===== src/rtl/zx_kbd_matrix.sv =====
// zx_kbd_matrix: PS/2 set-2 scancode to ZX Spectrum 8x5 keyboard matrix.
//
// Ports:
//   clk          system clock
//   reset        synchronous, active-high
//   ps2_data     scancode byte from the PS/2 receiver
//   ps2_data_en  one-cycle strobe, ps2_data valid
//   A            Z80 address bus; A[15:8] select half-rows (active-low)
//   D            registered port FEh read data ({3'b111, active-low columns})
//   key_any      registered, high while any matrix key is held
//
// Build option: define ZX_KBD_EXT_KEYS_EN to enable the compound keys (cursor keys
// and backspace), which press CAPS SHIFT together with a digit.
module zx_kbd_matrix (
    input  logic        clk,
    input  logic        reset,
    input  logic [7:0]  ps2_data,
    input  logic        ps2_data_en,
    input  logic [15:0] A,
    output logic [7:0]  D,
    output logic        key_any
);

    typedef enum logic [1:0] {StIdle, StBrk, StExt, StExtBrk} state_e;

    typedef struct packed {
        logic       hit;
        logic [2:0] row;
        logic [2:0] col;
    } key_pos_t;

    function automatic key_pos_t pos(input logic [2:0] row, input logic [2:0] col);
        key_pos_t p;
        p.hit = 1'b1;
        p.row = row;
        p.col = col;
        return p;
    endfunction

    // Unprefixed set-2 codes.
    function automatic key_pos_t map_code(input logic [7:0] code);
        unique case (code)
            8'h12, 8'h59: return pos(3'd0, 3'd0);  // CAPS SHIFT (either shift)
            8'h1A: return pos(3'd0, 3'd1);
            8'h22: return pos(3'd0, 3'd2);
            8'h21: return pos(3'd0, 3'd3);
            8'h2A: return pos(3'd0, 3'd4);
            8'h1C: return pos(3'd1, 3'd0);
            8'h1B: return pos(3'd1, 3'd1);
            8'h23: return pos(3'd1, 3'd2);
            8'h2B: return pos(3'd1, 3'd3);
            8'h34: return pos(3'd1, 3'd4);
            8'h15: return pos(3'd2, 3'd0);
            8'h1D: return pos(3'd2, 3'd1);
            8'h24: return pos(3'd2, 3'd2);
            8'h2D: return pos(3'd2, 3'd3);
            8'h2C: return pos(3'd2, 3'd4);
            8'h16: return pos(3'd3, 3'd0);
            8'h1E: return pos(3'd3, 3'd1);
            8'h26: return pos(3'd3, 3'd2);
            8'h25: return pos(3'd3, 3'd3);
            8'h2E: return pos(3'd3, 3'd4);
            8'h45: return pos(3'd4, 3'd0);
            8'h46: return pos(3'd4, 3'd1);
            8'h3E: return pos(3'd4, 3'd2);
            8'h3D: return pos(3'd4, 3'd3);
            8'h36: return pos(3'd4, 3'd4);
            8'h4D: return pos(3'd5, 3'd0);
            8'h44: return pos(3'd5, 3'd1);
            8'h43: return pos(3'd5, 3'd2);
            8'h3C: return pos(3'd5, 3'd3);
            8'h35: return pos(3'd5, 3'd4);
            8'h5A: return pos(3'd6, 3'd0);
            8'h4B: return pos(3'd6, 3'd1);
            8'h42: return pos(3'd6, 3'd2);
            8'h3B: return pos(3'd6, 3'd3);
            8'h33: return pos(3'd6, 3'd4);
            8'h29: return pos(3'd7, 3'd0);
            8'h14: return pos(3'd7, 3'd1);  // left Ctrl -> SYMBOL SHIFT
            8'h3A: return pos(3'd7, 3'd2);
            8'h31: return pos(3'd7, 3'd3);
            8'h32: return pos(3'd7, 3'd4);
            default: return '0;
        endcase
    endfunction

    // E0-prefixed codes that land on physical matrix keys (right shift/ctrl variants).
    function automatic key_pos_t map_ext(input logic [7:0] code);
        unique case (code)
            8'h12, 8'h59: return pos(3'd0, 3'd0);
            8'h14:        return pos(3'd7, 3'd1);
            default:      return '0;
        endcase
    endfunction

    state_e              state_q, state_d;
    logic [7:0][4:0]     matrix_q, matrix_d;
    logic [7:0]          d_q, d_d;
    logic                key_any_q, key_any_d;
    key_pos_t            code_pos, ext_pos;
    logic [7:0][4:0]     eff;
    logic [4:0]          sel_or;

`ifdef ZX_KBD_EXT_KEYS_EN
    // Virtual keys: left, down, up, right (E0-prefixed), backspace (unprefixed 66h).
    localparam int unsigned VkLeft  = 0;
    localparam int unsigned VkDown  = 1;
    localparam int unsigned VkUp    = 2;
    localparam int unsigned VkRight = 3;
    localparam int unsigned VkBksp  = 4;

    typedef struct packed {
        logic       hit;
        logic [2:0] idx;
    } vk_sel_t;

    function automatic vk_sel_t map_ext_vk(input logic [7:0] code);
        vk_sel_t v;
        v.hit = 1'b1;
        unique case (code)
            8'h6B:   v.idx = 3'(VkLeft);
            8'h72:   v.idx = 3'(VkDown);
            8'h75:   v.idx = 3'(VkUp);
            8'h74:   v.idx = 3'(VkRight);
            default: v = '0;
        endcase
        return v;
    endfunction

    logic [4:0] vk_q, vk_d;
    vk_sel_t    ext_vk;
`endif

    // Only the high address byte selects half-rows.
    logic unused_addr_lo;
    assign unused_addr_lo = ^A[7:0];

    // Scancode decoder and matrix next state.
    always_comb begin
        state_d  = state_q;
        matrix_d = matrix_q;
        code_pos = map_code(ps2_data);
        ext_pos  = map_ext(ps2_data);
`ifdef ZX_KBD_EXT_KEYS_EN
        vk_d     = vk_q;
        ext_vk   = map_ext_vk(ps2_data);
`endif
        if (ps2_data_en) begin
            unique case (state_q)
                StIdle: begin
                    if (ps2_data == 8'hF0) begin
                        state_d = StBrk;
                    end else if (ps2_data == 8'hE0) begin
                        state_d = StExt;
                    end else begin
                        if (code_pos.hit) matrix_d[code_pos.row][code_pos.col] = 1'b1;
`ifdef ZX_KBD_EXT_KEYS_EN
                        if (ps2_data == 8'h66) vk_d[VkBksp] = 1'b1;
`endif
                    end
                end
                StBrk: begin
                    if (code_pos.hit) matrix_d[code_pos.row][code_pos.col] = 1'b0;
`ifdef ZX_KBD_EXT_KEYS_EN
                    if (ps2_data == 8'h66) vk_d[VkBksp] = 1'b0;
`endif
                    state_d = StIdle;
                end
                StExt: begin
                    if (ps2_data == 8'hF0) begin
                        state_d = StExtBrk;
                    end else begin
                        if (ext_pos.hit) matrix_d[ext_pos.row][ext_pos.col] = 1'b1;
`ifdef ZX_KBD_EXT_KEYS_EN
                        if (ext_vk.hit) vk_d[ext_vk.idx] = 1'b1;
`endif
                        state_d = StIdle;
                    end
                end
                StExtBrk: begin
                    if (ext_pos.hit) matrix_d[ext_pos.row][ext_pos.col] = 1'b0;
`ifdef ZX_KBD_EXT_KEYS_EN
                    if (ext_vk.hit) vk_d[ext_vk.idx] = 1'b0;
`endif
                    state_d = StIdle;
                end
                default: state_d = StIdle;
            endcase
        end
    end

    // Effective matrix (physical keys merged with virtual ones) and port read data.
    always_comb begin
        eff = matrix_q;
`ifdef ZX_KBD_EXT_KEYS_EN
        eff[0][0] = eff[0][0] | (|vk_q);         // CAPS SHIFT
        eff[3][4] = eff[3][4] | vk_q[VkLeft];    // 5
        eff[4][4] = eff[4][4] | vk_q[VkDown];    // 6
        eff[4][3] = eff[4][3] | vk_q[VkUp];      // 7
        eff[4][2] = eff[4][2] | vk_q[VkRight];   // 8
        eff[4][0] = eff[4][0] | vk_q[VkBksp];    // 0
`endif
        sel_or = '0;
        for (int r = 0; r < 8; r++) begin
            if (!A[8+r]) sel_or = sel_or | eff[r];
        end
        d_d       = {3'b111, ~sel_or};
        key_any_d = |eff;
    end

    // Reset wins over a coincident strobe, so that byte is dropped.
    always_ff @(posedge clk) begin
        if (reset) begin
            state_q   <= StIdle;
            matrix_q  <= '0;
            d_q       <= 8'hFF;
            key_any_q <= 1'b0;
`ifdef ZX_KBD_EXT_KEYS_EN
            vk_q      <= '0;
`endif
        end else begin
            state_q   <= state_d;
            matrix_q  <= matrix_d;
            d_q       <= d_d;
            key_any_q <= key_any_d;
`ifdef ZX_KBD_EXT_KEYS_EN
            vk_q      <= vk_d;
`endif
        end
    end

    assign D       = d_q;
    assign key_any = key_any_q;

endmodule


===== config.mk =====
export PLATFORM = sky130hd
export DESIGN_NAME = zx_kbd_matrix
export DESIGN_NICKNAME = d
export VERILOG_FILES = /design/src/rtl/zx_kbd_matrix.sv
export SDC_FILE = /design/constraint.sdc
export NUM_CORES = 1
export LEC_CHECK = 0
export ABC_AREA = 0
export CORE_MARGIN = 8
export CORE_UTILIZATION = 45
export CTS_CLUSTER_DIAMETER = 50
export CTS_CLUSTER_SIZE = 8
export DETAILED_ROUTE_END_ITERATION = 10
export PLACE_DENSITY = 0.67
export SLEW_MARGIN = 10
export SYNTH_ARGS = -nofsm -noshare
export SYNTH_HDL_FRONTEND = slang
export SYNTH_SLANG_ARGS = --single-unit

===== constraint.sdc =====
create_clock -name clk -period 2.7 [get_ports clk]
set_input_delay 0.27 -clock clk [delete_from_list [all_inputs] [get_ports clk]]
set_output_delay 0.27 -clock clk [all_outputs]
set_load 0.05 [all_outputs]

Word-level counts from Yosys, hierarchy flattened. Memory sizes are Yosys's and may differ from the RTL's. Cells that the tools add are included.

Bits in read-only memories: 896. Register bits: 51. RAM bits: 0. Memories: 1. Word-level logic and storage cells: 91. Latch bits: 0. Bits of input ports: 27.

Memory list: (name not given) (depth 128, bits a word 7, read ports 1, clocked after Yosys merged registers in 0, wr ports 0, RTL line 42) `unique case (code)`.

$add $sub $neg: 0. Multiplexer cells: 30. Order comparisons: 8. Bitwise operators: 14. Divide/modulo/power cells: 0. Reduce and logical (&&, ||, !) cells: 10. Equality and inequality tests: 16. Shift-type cells: 0. Multipliers: 0.

Operators with widths (number): two-way mux 40 bit (7); case mux 40 bit (4 select lines) (1); AND 40 bit (2); NOT 40 bit (2); bitwise OR 40 bit (2); two-way mux 5 bit (10); OR reduction 40 bit (1); bitwise OR 5 bit (7); demux 5 bit (select 3 bit) (2); equality test 8 x 5 -> 1 bit, second input constant (2); equality test 8 bit, second input constant (2); less-than comparator 3 x 4 -> 1 bit, second input constant (4); != test 2 bit, second input constant (7); case mux 7 bit (2 select lines) (1); greater-or-equal comparator 3 x 1 -> 1 bit, second input constant (4); equality test 8 x 7 -> 1 bit, second input constant (1); AND reduction 8 bit (1); two-way mux 7 bit (1); demux 1 bit (select 3 bit) (2); two-way mux 2 bit (3); case mux 2 bit (3 select lines) (1); NOT 5 bit (1); equality test 2 bit, second input constant (2); logical AND 1 bit (4); 6 further kinds (8).

Depth between registers and ports, before layout. Gate-level depths: netlist of the first run.

Depth in word-level cells: 16. Mapped depth: 12.

Worst setup path after synthesis of the first run. Ideal clock, no wire load.

Path type: input-to-reg. Start point: input port ps2_data[1]. End point: register matrix_q (netlist bit eff[28]). Stages: 12. Required time: 2.569 ns. Library setup time: 0.131 ns. Setup slack: 0.087 ns. Data arrival time: 2.482 ns. Path buffers: 3. Cell sequence: buf_2 inv_1 ha_1 nand2_1 o21ai_0 a311oi_1 o31a_1 or4b_1 buf_2 buf_6 o311ai_2 o41ai_2.

Word-level cells in the longest chain between the ends: 13. Elaborated cells on any way between the ends: 51. Classes of those cells: 8 x order compare; 12 x eq/ne; 18 x mux; 6 x bitwise; 6 x reduce/logical; 1 x memory.

RTL lines: start: declaration (RTL line 17) `input logic [7:0] ps2_data,`; memory (128 x 7 bit) (tied with other cells); two-way mux 7 bit or OR reduction 2 bit (tied branches) (RTL line 42, 89); less-than comparator 3 x 4 -> 1 bit (implied by the code) (tied with other cells) (RTL line 156, 163); logical AND 1 bit (implied by the code) (tied with other cells) (RTL line 156, 163); two-way mux 1 bit (implied by the code) or logical AND 1 bit (tied branches); demux 1 bit (select 3 bit) or two-way mux 1 bit (tied branches); two-way mux 5 bit (implied by the code) or demux 1 bit (select 3 bit) (tied branches); demux 5 bit (select 3 bit) or two-way mux 5 bit (tied branches); bitwise OR 40 bit (no line) or demux 5 bit (select 3 bit) (tied branches); two-way mux 40 bit (tied with other cells) (RTL line 156) `if (code_pos.hit) matrix_d[code_pos.row][code_pos.col] = 1'b1;`; two-way mux 40 bit (tied with other cells) (RTL line 153) `end else if (ps2_data == 8'hE0) begin`; two-way mux 40 bit (on tied branches) (RTL line 151, 170, 181); case mux 40 bit (4 select lines) (RTL line 149) `unique case (state_q)`; end signal: assignment (RTL line 223) `matrix_q <= matrix_d;`; end: declaration (RTL line 97) `logic [7:0][4:0] matrix_q, matrix_d;`.

Parallel ways exist; a longest one is shown, timed or not. The select of a mux whose other input is x is not followed. A chain may end at the register's enable or synchronous reset.

Final worst setup path of the first run.
Start point: input port ps2_data[4]. End point: register matrix_q (netlist bit eff[38]).

The elaborated chain is that of the path after synthesis.

==> impl_metrics.env, run 1 <==
export IMPL_grt_pass1_wl_um=17900
export IMPL_antenna_found_initial=0
export IMPL_hold_violations=0
export IMPL_synth_largest_area_cell="dfxtp_1"
export IMPL_combPwrFrac_pct=22.2
export IMPL_area_growth_pct=33.1
export IMPL_drt_pass1_iterations=5
export IMPL_place_ws_ps=-451
export IMPL_cellPowerDensity_mw_per_mm2=350
export IMPL_tightest_slew_ps=1000
export IMPL_hold_path_class="register to register"
export IMPL_grtUsageTotal_pct=21.7
export IMPL_worstPathRequired_ps=2890
export IMPL_swShare_pct=29.1
export IMPL_synth_seq_cells=48
export IMPL_fin_crit_sh_pct=96.5
export IMPL_met1_usage_pct=24.9
export IMPL_crit_path_start_kind="input port"
export IMPL_setup_viol=0
export IMPL_coreArea_sq_mm=0.00714
export IMPL_place_congestion=0.955
export IMPL_synth_edff_count=0
export IMPL_cts_max_path_buffers=2
export IMPL_cap_violations=0
export IMPL_holdPathStages=2
export IMPL_min_period_ps=2610
export IMPL_avgRoutedWirePerCell_um=17.8
export IMPL_critPathKind="input port to register"
export IMPL_async_flop_share_pct=0
export IMPL_max_slew_margin_pct=33.2
export IMPL_leakagePower_uw=0.00162
export IMPL_postRouteAntennaNets=0
export IMPL_yosysWarningCount=0
export IMPL_numClockSinks=48
export IMPL_place_area_sq_mm=0.00402
export IMPL_final_util_pct=60.5
export IMPL_synth_area_per_cell_sq_um=7.96
export IMPL_clk_latency_ps=310
export IMPL_die_y_um=101
export IMPL_syn_instance_count=408
export IMPL_post_route_cells_drive_above_1_share_pct=26.6
export IMPL_clkPwrFrac_pct=30.7
export IMPL_postCtsHoldBufs=0
export IMPL_cts_max_level=2
export IMPL_drc_errors=0
export IMPL_ir_drop_uv=192
export IMPL_p_int_uw=1070
export IMPL_r2r_cells=9
export IMPL_rsz0062_at_grt="no"
export IMPL_fin_nets=525
export IMPL_initial_utilization_pct=45.5
export IMPL_viasPerCell=5.94
export IMPL_vias=3518
export IMPL_numCtsBuffers=5
export IMPL_dr_first_iter_drc_count=259
export IMPL_path_clk_slew_ps=100
export IMPL_dieWidth_um=101
export IMPL_final_max_slew_viol_count=0
export IMPL_fin_ws_ps=94.0
export IMPL_synth_area_sq_mm=0.00325
export IMPL_layout_cells_non_filler=592
export IMPL_synth_cell_types=63
export IMPL_grtUsageMet2_pct=38.4
export IMPL_synth_top_cells_by_count="48 x dfxtp_1, 48 x inv_1, 30 x nor2_1, 22 x nand2_1, 22 x o31ai_1"
export IMPL_dp_hpwl_um=7590
export IMPL_status="finished, final reports clean"
export IMPL_std_cell_rows=31
export IMPL_cts_tree="done"
export IMPL_grt_busiest_layer="met2"
export IMPL_n_antenna_cell=0
export IMPL_cts_root_buf="clkbuf_8"
export IMPL_fin_area_sq_mm=0.00432
export IMPL_power_switching_uw=440
export IMPL_yosysSeqAreaShare_pct=29.6
export IMPL_synth_area_leaders="dfxtp_1 30%, inv_1 5.5%, o31ai_1 5.1%, o22ai_1 3.9%, nor2_1 3.5%"
export IMPL_cp_arrival_ps=2790
export IMPL_synth_top_area_share_pct=29.6
export IMPL_path_max_fanout=10
export IMPL_synthFlopType="dfxtp_1"
export IMPL_seq_area_sq_um=961
export IMPL_p_seq_share_pct=47.1
export IMPL_tns_ps=0
export IMPL_clock_skew_ps=9.39
export IMPL_max_freq_ghz=0.384
export IMPL_io_buffer_count=24
export IMPL_fillers=661
export IMPL_grt_pass1_vias=3599
export IMPL_wirelength_um=10500
export IMPL_grtUsageMet3_pct=3.38
export IMPL_cp_end_kind="register"
export IMPL_die_area_sq_mm=0.0102
export IMPL_placed_cells=576
export IMPL_overflow=0
export IMPL_grt_max_degree=42
export IMPL_multi_input_area_sq_mm=0.00203
export IMPL_num_io_pins=36
[path summary, 6_finish.rpt]
check,end,slack (ps),start
max,eff[38],90,ps2_data[4]
min,eff[14],490,eff[14]
max reg2reg,eff[38],580,state_q[0]
min reg2reg,eff[14],490,eff[14]
[layer usage]
metal  wire (um)  up-vias
li1            -     1677
met1        4240     1650
met2        5180      149
met3         668       42
met4         424        0
met5           0        -
[metrics by stage]
| step | power [uW] | hold WS (ps) |
|---|---|---|
| 2_1_floorplan | 888 | 445 |
| 3_3_place_gp | 1030 | 463 |
| 3_5_place_dp | 1030 | 473 |
| 4_1_cts | 1490 | 486 |
| 5_1_grt | 1570 | 516 |
| 6_report | 1510 | 488 |
[flip-flops by register name, indices dropped and copies added, names as in the netlist]
| signal | flops |
|---|---|
| key_any | 1 |
| D | 5 |
| eff | 40 |
| state_q | 2 |
[cell type report]
cell class | instances | share of cell area [%]
sequential | 48 | 22.2
inverter | 48 | 4.17
clock inverter | 2 | 0.319
timing repair buffer | 110 | 21.6
tap | 99 | 2.87
multi-input combinational | 279 | 46.9
clock buffer | 6 | 1.91
[worst max-delay path: stages]
cell and delay, ps:
clkdlybuf4s50_1 500, buf_4 190, buf_4 130, a21bo_2 110, a21oi_1 60, o221ai_1 180, o2111a_1 250, or4b_4 520
bufbuf_16 300, buf_4 130, nor2_1 80, o31ai_1 70
[power groups by stage]
| stage | combinational (uW) | sequential, uW | clock [uW] |
|---|---|---|---|
| global route | 360 | 712 | 496 |
| global placement | 303 | 728 | 0 |
| CTS | 317 | 711 | 464 |
| detailed placement | 305 | 728 | 0 |
| floorplan | 156 | 732 | 0 |
| finish | 335 | 711 | 465 |
[logic make-up (layout without fill, tap and decap cells)]
group,after synthesis,count (layout),share of synthesized area (%)
AO/OA/AOI/OAI,118,118,27.8
adder cells (fa/ha/maj),6,6,2.31
buffers and inverters,83,166,11.7
flip-flops,48,48,29.6
multiplexers,13,13,4.20
other,1,3,0.115
AND/OR/NAND/NOR,139,139,24.3
[layout by cell type (no fill, tap or decap), drive strengths merged, types with 4 or more instances in the layout]
| cell type | netlist | final |
|---|---|---|
| nand4 | 5 | 5 |
| ha | 6 | 6 |
| or3 | 15 | 15 |
| nand2 | 22 | 22 |
| buf | 19 | 85 |
| inv | 48 | 49 |
| nand3b | 4 | 4 |
| o22ai | 20 | 20 |
| nor3 | 6 | 6 |
| clkbuf | 16 | 6 |
| dfxtp | 48 | 48 |
| nor2b | 7 | 7 |
| o311ai | 11 | 11 |
| nor4 | 11 | 11 |
| mux2i | 11 | 11 |
| o21ai | 10 | 10 |
| a21oi | 11 | 11 |
| o31ai | 22 | 22 |
| o41ai | 13 | 13 |
| nand3 | 6 | 6 |
| nand2b | 12 | 12 |
| clkdlybuf4s50 | 0 | 19 |
| o211ai | 8 | 8 |
| nor2 | 30 | 30 |
[what timing repair did]
action                     in CTS  in global routing
setup endpoints to repair      28                 33
gates resized for setup        20                 14
gates cloned                    1                  0
pin swaps                       4                  2
buffers inserted                3                  4
(Power assumes the default switching activity.)
==> run 2: changes to the inputs <==
--- a/config.mk
+++ b/config.mk
@@ -6,11 +6,12 @@
 export NUM_CORES = 1
 export LEC_CHECK = 0
 export ABC_AREA = 0
-export CORE_MARGIN = 8
+export CORE_MARGIN = 4
 export CORE_UTILIZATION = 45
 export CTS_CLUSTER_DIAMETER = 50
 export CTS_CLUSTER_SIZE = 8
 export DETAILED_ROUTE_END_ITERATION = 10
+export GPL_ROUTABILITY_DRIVEN = 0
 export PLACE_DENSITY = 0.67
 export SLEW_MARGIN = 10
 export SYNTH_ARGS = -nofsm -noshare
==> run 2 against run 1 <==
Effect of this change:
- setup slack better by 44 ps
- power shrank 1.4%
- highest routed layer unchanged
- non-clock buffer count is 12 lower
- largest cell class unchanged
==> impl_metrics.env, run 2 (synthesis gave the netlist of run 1 again) <==
export IMPL_fin_ws_ps=138
export IMPL_leakagePower_uw=0.00153
export IMPL_vias=3387
export IMPL_swShare_pct=29.0
export IMPL_drc_errors=0
export IMPL_power_switching_uw=433
export IMPL_max_freq_ghz=0.390
export IMPL_p_int_uw=1060
export IMPL_drt_pass1_iterations=4
export IMPL_cp_end_kind="register"
export IMPL_tightest_slew_ps=779
export IMPL_cts_max_level=2
export IMPL_io_buffer_count=24
export IMPL_fin_nets=513
export IMPL_cts_tree="done"
export IMPL_final_common_cell="buf_4"
export IMPL_cp_arrival_ps=2740
export IMPL_std_cell_rows=30
export IMPL_p_seq_share_pct=47.7
export IMPL_hold_path_class="register to register"
export IMPL_cap_violations=0
export IMPL_die_y_um=92.9
export IMPL_viasPerCell=5.87
export IMPL_crit_path_start_kind="input port"
export IMPL_numCtsBuffers=5
export IMPL_dieWidth_um=92.9
export IMPL_antenna_found_initial=0
export IMPL_worstPathRequired_ps=2880
export IMPL_dp_hpwl_um=7140
export IMPL_dr_first_iter_drc_count=256
export IMPL_path_max_fanout=21
export IMPL_numClockSinks=48
export IMPL_grtUsageTotal_pct=23.2
export IMPL_clk_latency_ps=320
export IMPL_status="finished, final reports clean"
export IMPL_num_io_pins=36
export IMPL_combPwrFrac_pct=20.6
export IMPL_critPathKind="input port to register"
export IMPL_cts_max_path_buffers=2
export IMPL_final_util_pct=59.9
export IMPL_cts_root_buf="clkbuf_8"
export IMPL_ir_drop_uv=220
export IMPL_avgRoutedWirePerCell_um=16.9
export IMPL_postRouteAntennaNets=0
export IMPL_n_antenna_cell=0
export IMPL_max_slew_margin_pct=48.1
export IMPL_rsz0062_at_grt="yes"
export IMPL_post_route_cells_drive_above_1_share_pct=22.7
export IMPL_min_period_ps=2560
export IMPL_overflow=0
export IMPL_place_ws_ps=-430
export IMPL_clock_skew_ps=12.0
export IMPL_largest_register_ffs=40
export IMPL_fin_crit_sh_pct=94.9
export IMPL_clkPwrFrac_pct=31.7
export IMPL_cellPowerDensity_mw_per_mm2=360
export IMPL_setup_viol=0
export IMPL_coreArea_sq_mm=0.00691
export IMPL_die_area_sq_mm=0.00864
export IMPL_path_clk_slew_ps=90
export IMPL_final_cell_mix="71 x buf_4, 48 x dfxtp_1, 47 x inv_1"
export IMPL_wirelength_um=9740
export IMPL_grt_pass1_vias=3201
export IMPL_grt_pass1_wl_um=16100
export IMPL_final_max_slew_viol_count=0
export IMPL_grt_max_degree=42
export IMPL_area_growth_pct=27.5
export IMPL_hold_violations=0
export IMPL_initial_utilization_pct=47.0
## run 2: cell types whose count changed in the layout (fill, tap and decap cells not counted), moves of 2 or more
cell             change
buf_4               -12
clkdlybuf4s50_1      +2
ha_1                 +4
ha_4                 -2
ha_2                 -2
## run 2: power by group through the flow
stage	clock network [uW]	logic, uW	registers (uW)
2_1_floorplan	0	156	732
3_3_place_gp	0	290	728
3_5_place_dp	0	291	728
4_1_cts	473	300	711
5_1_grt	493	331	712
6_report	472	307	711
## run 2: metrics by stage
step / std cells / area [sq um] / hold WS [ps] / setup TNS (ps) / total power (uW)
global placement: 568 / 3990 / 465 / -12370 / 1020
CTS: 577 / 4120 / 489 / 0 / 1480
finish: 577 / 4140 / 489 / 0 / 1490
floorplan: 410 / 3250 / 445 / 0 / 888
detailed placement: 568 / 3990 / 476 / -13610 / 1020
global route: 577 / 4140 / 516 / -84.6 / 1540
## run 2: final cells by class
cell class / count / area, sq um
fill: 642 / 2770
multi-input combinational: 279 / 1960
sequential: 48 / 961
timing repair buffer: 98 / 825
inverter: 48 / 180
tap: 96 / 120
clock buffer: 6 / 82.6
clock inverter: 2 / 13.8
## run 2: path summary, 6_finish.rpt
check                           cells past startpoint         from      end  slack, ps
worst max-delay path                               11  ps2_data[2]  eff[23]        140
worst min-delay path                                2      eff[34]  eff[34]        490
worst max register to register                      8   state_q[0]  eff[33]        600
worst min register to register                      2      eff[34]  eff[34]        490
## run 2: per-layer routing
layer	share of wire [%]	vias to the layer above	wire length [um]	track usage [%]
li1	-	1646	-	-
met1	46	1606	4520	32.3
met2	46	117	4470	37.3
met3	6.1	18	592	3.90
met4	1.6	0	153	5.74
met5	0	-	0	0
## run 2: worst max-delay path, stage by stage
cell and delay [ps]:
clkdlybuf4s50_1 500, buf_12 170, buf_4 150, mux2_4 290, o211ai_1 200, a21boi_1 190, a31o_2 170, buf_4 130
nand2_1 200, o311ai_1 350, o41ai_2 120
## run 2: what timing repair did
item	in CTS	in global routing
endpoints found under the hold margin	0	0
setup buffers	1	0
resized for setup	10	8
setup endpoints to repair	28	17
hold buffers	0	0
pin swaps	0	2
